--- src/rtl/cntr8_updown.sv ---
// Loadable WIDTH-bit up/down counter with a mode FSM; next count comes from a
// ripple of 4-bit carry-lookahead slices. CNTR8_UPDOWN_SAT_EN selects saturating mode.

module cntr8_cla4 (
  input  logic [3:0] a,
  input  logic [3:0] b,
  input  logic       ci,
  output logic [3:0] s,
  output logic       co
);
  logic [3:0] g, p;
  logic [3:1] c;

  always_comb begin
    g    = a & b;
    p    = a ^ b;
    c[1] = g[0] | (p[0] & ci);
    c[2] = g[1] | (p[1] & g[0]) | (p[1] & p[0] & ci);
    c[3] = g[2] | (p[2] & g[1]) | (p[2] & p[1] & g[0]) | (p[2] & p[1] & p[0] & ci);
    co   = g[3] | (p[3] & g[2]) | (p[3] & p[2] & g[1]) | (p[3] & p[2] & p[1] & g[0])
         | (p[3] & p[2] & p[1] & p[0] & ci);
    s    = p ^ {c[3:1], ci};
  end
endmodule

module cntr8_updown #(
  parameter int WIDTH = 8
) (
  input  logic             clk,
  input  logic             reset_n,
  input  logic             load,
  input  logic             inc,
  input  logic             dec,
  input  logic [WIDTH-1:0] d_in,
  output logic [WIDTH-1:0] d_out,
  output logic [2:0]       o_state,
  output logic             ovf,
  output logic             busy
);
  localparam int NSL = WIDTH / 4;

  localparam logic [2:0] S_IDLE = 3'b000;
  localparam logic [2:0] S_LOAD = 3'b001;
  localparam logic [2:0] S_INC  = 3'b010;
  localparam logic [2:0] S_DEC  = 3'b011;
  localparam logic [2:0] S_HOLD = 3'b100;

  logic [2:0]       state, nxt;
  logic [WIDTH-1:0] b_op, sum, cnt_nxt;
  logic [NSL:0]     c;
  logic             co, ovf_nxt;

  // next-state decode; unreachable codes fall back to IDLE
  always_comb begin
    nxt = S_IDLE;
    if (state > S_HOLD)   nxt = S_IDLE;
    else if (load)        nxt = S_LOAD;
    else if (inc && dec)  nxt = S_HOLD;
    else if (inc)         nxt = S_INC;
    else if (dec)         nxt = S_DEC;
    else                  nxt = S_IDLE;
  end

  // +1 or +all-ones (i.e. -1), carry-in 0, nibble carries rippled slice to slice
  assign b_op = (nxt == S_DEC) ? {WIDTH{1'b1}} : {{(WIDTH-1){1'b0}}, 1'b1};
  assign c[0] = 1'b0;

  for (genvar k = 0; k < NSL; k++) begin : g_slice
    cntr8_cla4 u_cla (
      .a  (d_out[4*k +: 4]),
      .b  (b_op[4*k +: 4]),
      .ci (c[k]),
      .s  (sum[4*k +: 4]),
      .co (c[k+1])
    );
  end

  assign co = c[NSL];

  always_comb begin
    ovf_nxt = ((nxt == S_INC) && co) || ((nxt == S_DEC) && !co);
    cnt_nxt = d_out;
    case (nxt)
      S_LOAD: cnt_nxt = d_in;
`ifdef CNTR8_UPDOWN_SAT_EN
      S_INC:  cnt_nxt = co  ? d_out : sum;
      S_DEC:  cnt_nxt = !co ? d_out : sum;
`else
      S_INC:  cnt_nxt = sum;
      S_DEC:  cnt_nxt = sum;
`endif
      default: cnt_nxt = d_out;
    endcase
  end

  always_ff @(posedge clk or negedge reset_n) begin
    if (!reset_n) begin
      state <= S_IDLE;
      d_out <= '0;
      ovf   <= 1'b0;
    end else begin
      state <= nxt;
      d_out <= cnt_nxt;
      ovf   <= ovf_nxt;
    end
  end

  always_comb begin
    o_state = state;
    busy    = (state != S_IDLE);
  end
endmodule

--- config.mk ---
export PLATFORM = sky130hd
export DESIGN_NAME = cntr8_updown
export DESIGN_NICKNAME = d
export VERILOG_FILES = /design/src/rtl/cntr8_updown.sv
export SDC_FILE = /design/constraint.sdc
export NUM_CORES = 1
export LEC_CHECK = 0
export BUFFER_PORTS_ARGS = -buffer_cell sky130_fd_sc_hd__buf_2
export CAP_MARGIN = 40
export CORE_MARGIN = 3
export CORE_UTILIZATION = 42
export DETAILED_ROUTE_END_ITERATION = 12
export PLACE_DENSITY = 0.67
export REMOVE_ABC_BUFFERS = 1
export SYNTH_ARGS = -nofsm -noshare
export SYNTH_HDL_FRONTEND = slang
export SYNTH_SLANG_ARGS = --single-unit
export TNS_END_PERCENT = 5
--- constraint.sdc ---
create_clock -name clk -period 6.1 [get_ports clk]
set_input_delay 1.22 -clock clk [delete_from_list [all_inputs] [get_ports clk]]
set_output_delay 1.22 -clock clk [all_outputs]
set_load 0.02 [all_outputs]
==> metrics.yaml <==
status: "complete, no violations"
areaGrowthSynthToFinish_pct: 19.32
place_inst: 140
cts_resized: 0
place_ws_ns: 1.609
seqPwrFrac: 0.369
grt_max_degree: 17
critPathSlowestCell: "or4_4"
peakVddDrop_mv: 0.1158
finalCriticalPeriod_ns: 4.162
antenna_found_initial: 0
synth_area_leaders: "dfrtp_1 (34%), ha_1 (13%), fa_1 (4.5%)"
avgSynthCellArea_um2: 9.574
ys_ff_latch: 12
min_path_cells: 2
synth_edf_count: 0
ys_async_sr_fraction: 1.000
ant_nets: 0
num_vias: 773
synth_top_area_frac: 0.3409
path_class: "in2reg"
grtUsageMet2: 0.2775
fin_cells: 144
tns_ns: 0
viasPerCell: 5.368
met1_usage: 0.2032
cts_setup_buffers: 0
rsz0062_at_grt: "false"
htreeDepth: 1
clk_pin_slew_ns: 0.09
leakage_nw: 0.5413
rr_worst_depth: 12
holdWs_ns: 0.5179
clk_latency_ns: 0.28
coreArea_mm2: 0.001858
place_area_mm2: 0.001015
p_per_area_mw_per_mm2: 265.9
drv_cap: 0
cts.sinks: 12
gr-usage-met3: 0.03725
power_mw: 0.2794
maxSlewViolCount: 0
yosys.area.top_type: "dfrtp_1"
netlist_area_um2: 880.8
cts_buffers: 3
seq_area_frac_synth: 0.3409
die_x_um: 51.80
post-route-cell-area_mm2: 0.001051
wl_per_cell_um: 12.96
drtPass1Iterations: 4
final.setup.worst_slack_ns: 1.938
crit_path_max_incr_delay_ns: 0.66
cp_cell_sequence: "buf_2 -> inv_1 -> ha_1 -> or4_4 -> or2_4 -> inv_2 -> ha_1 -> a41oi_1 -> o21ai_0 -> fa_1 -> xnor2_1 -> nor2_1 -> a21oi_1 -> o21ai_0"
grt_pass1_wl_um: 3277
drtIter0Drc: 16
crit_required_ns: 6.26
cts_tree: "done"
nets: 144
max_freq_mhz: 240.3
die_h_um: 51.80
ctsHoldBuffers: 0
antennaDiodeCount: 0
ios: 26
yosysWarnings: 0
path_depth: 14
die_area_mm2: 0.002683
tightest_slew_ns: 0.5128
crit_buf_inv: 3
cp_top_family: "adder cells"
hold_class: "reg2reg"
ys_types: 38
io_buffers: 25
synth_common_cells: "dfrtp_1 (12), ha_1 (9), nand2_1 (8)"
slew_headroom: 0.6545
pwr-share-comb: 0.395
grt.overflow.total: 0
cp_max_fo: 16
postLayoutCoreUtil: 0.5657
synth_most_common_cell: "dfrtp_1"
ys.flop_type: "dfrtp_1"
p_sw_mw: 0.1055
rows: 15
drive_gt1_frac: 0.3109
p_int_mw: 0.1740
hpwl_um: 1455
critPathLaunchType: "primary input"
syn_inst: 92
finalCritPeriodShare: 0.6823
switching_share: 0.3774
endpoint_kind: "flip-flop"
busiest_layer: "met2"
arrival_ns: 4.33
grt_pass1_vias: 738
p_clk_frac: 0.236
route.detailed.drc: 0
grt_usage: 0.1632
finalSetupViolations: 0
hold_viol: 0
drt_wl_total_um: 1866
start_util: 0.4741
skew_ns: 0.004899
cts_max_path_buffers: 2
gp_congestion: 0.8169
cts-root-buf: "clkbuf_4"
==> flip-flops by register name (all words and copies together), names as in the netlist <==
name,cells
d_out,8
ovf,1
o_state,3
==> worst register-to-register path, stage by stage (launching register included) <==
cell and delay [ns]:
dfrtp_1 0.41, o21a_1 0.21, or4_4 0.55, or2_4 0.29
inv_2 0.14, ha_1 0.30, a41oi_1 0.27, o21ai_0 0.20
fa_1 0.42, xnor2_1 0.16, nor2_1 0.05, a21oi_1 0.10
o21ai_0 0.08
==> layer usage <==
metal  part of all wire  up-vias
li1                   -      392
met2               0.47       21
met3              0.055        2
met5                  0        -
met4             0.0048        0
met1               0.47      358
==> cell families (layout without fill, tap and decap cells) <==
| logic type | Yosys count | count (layout) | share of synthesized area |
|---|---|---|---|
| XOR/XNOR | 3 | 3 | 0.02983 |
| AO/OA/AOI/OAI | 28 | 28 | 0.2102 |
| adder cells (fa/ha/maj) | 11 | 11 | 0.1733 |
| AND/OR/NAND/NOR | 25 | 25 | 0.1549 |
| buffers and inverters | 11 | 38 | 0.06817 |
| flip-flops | 12 | 12 | 0.3409 |
| multiplexers | 2 | 2 | 0.02273 |
==> final cells by class <==
| cell class | count | area (µm²) |
|---|---|---|
| clock buffers | 4 | 36.28 |
| fillers | 170 | 807.0 |
| inverters | 8 | 30.03 |
| multi-input cells | 69 | 520.5 |
| flip-flops and latches | 12 | 300.3 |
| well taps | 25 | 31.28 |
| repair buffers | 26 | 132.6 |
==> power by group through the flow <==
| stage | clock (mW) | sequential, mW | combinational (mW) |
|---|---|---|---|
| global placement | 0 | 0.103 | 0.108 |
| finish | 0.0660 | 0.103 | 0.110 |
| CTS | 0.0693 | 0.103 | 0.112 |
| global route | 0.0729 | 0.105 | 0.125 |
| detailed placement | 0 | 0.105 | 0.111 |
| floorplan | 0 | 0.118 | 0.0641 |
==> final timing paths <==
kind / from / to / slack (ns)
max: inc / d_out[5] / 1.94
min: d_out[3] / d_out[3] / 0.52
max reg2reg: o_state[0] / d_out[5] / 2.80
min reg2reg: d_out[3] / d_out[3] / 0.52
max in group asynchronous: reset_n / o_state[1] / 5.04
min in group asynchronous: reset_n / d_out[4] / 0.82
==> placed cells by master, fill, tap and decap left out, types with 2 or more instances in the layout <==
cell,synthesis,layout
a21oi_1,6,6
dfrtp_1,12,12
buf_2,0,25
o21a_1,2,2
nor2_1,3,3
a21o_1,2,2
o21ai_0,7,7
o21ai_1,2,2
xnor2_1,2,2
inv_1,7,7
nand3_1,3,3
nand2_1,8,8
ha_1,9,9
mux2i_1,2,2
nor3_1,2,2
fa_1,2,2
clkbuf_4,0,3
(Power assumes the default switching activity.)
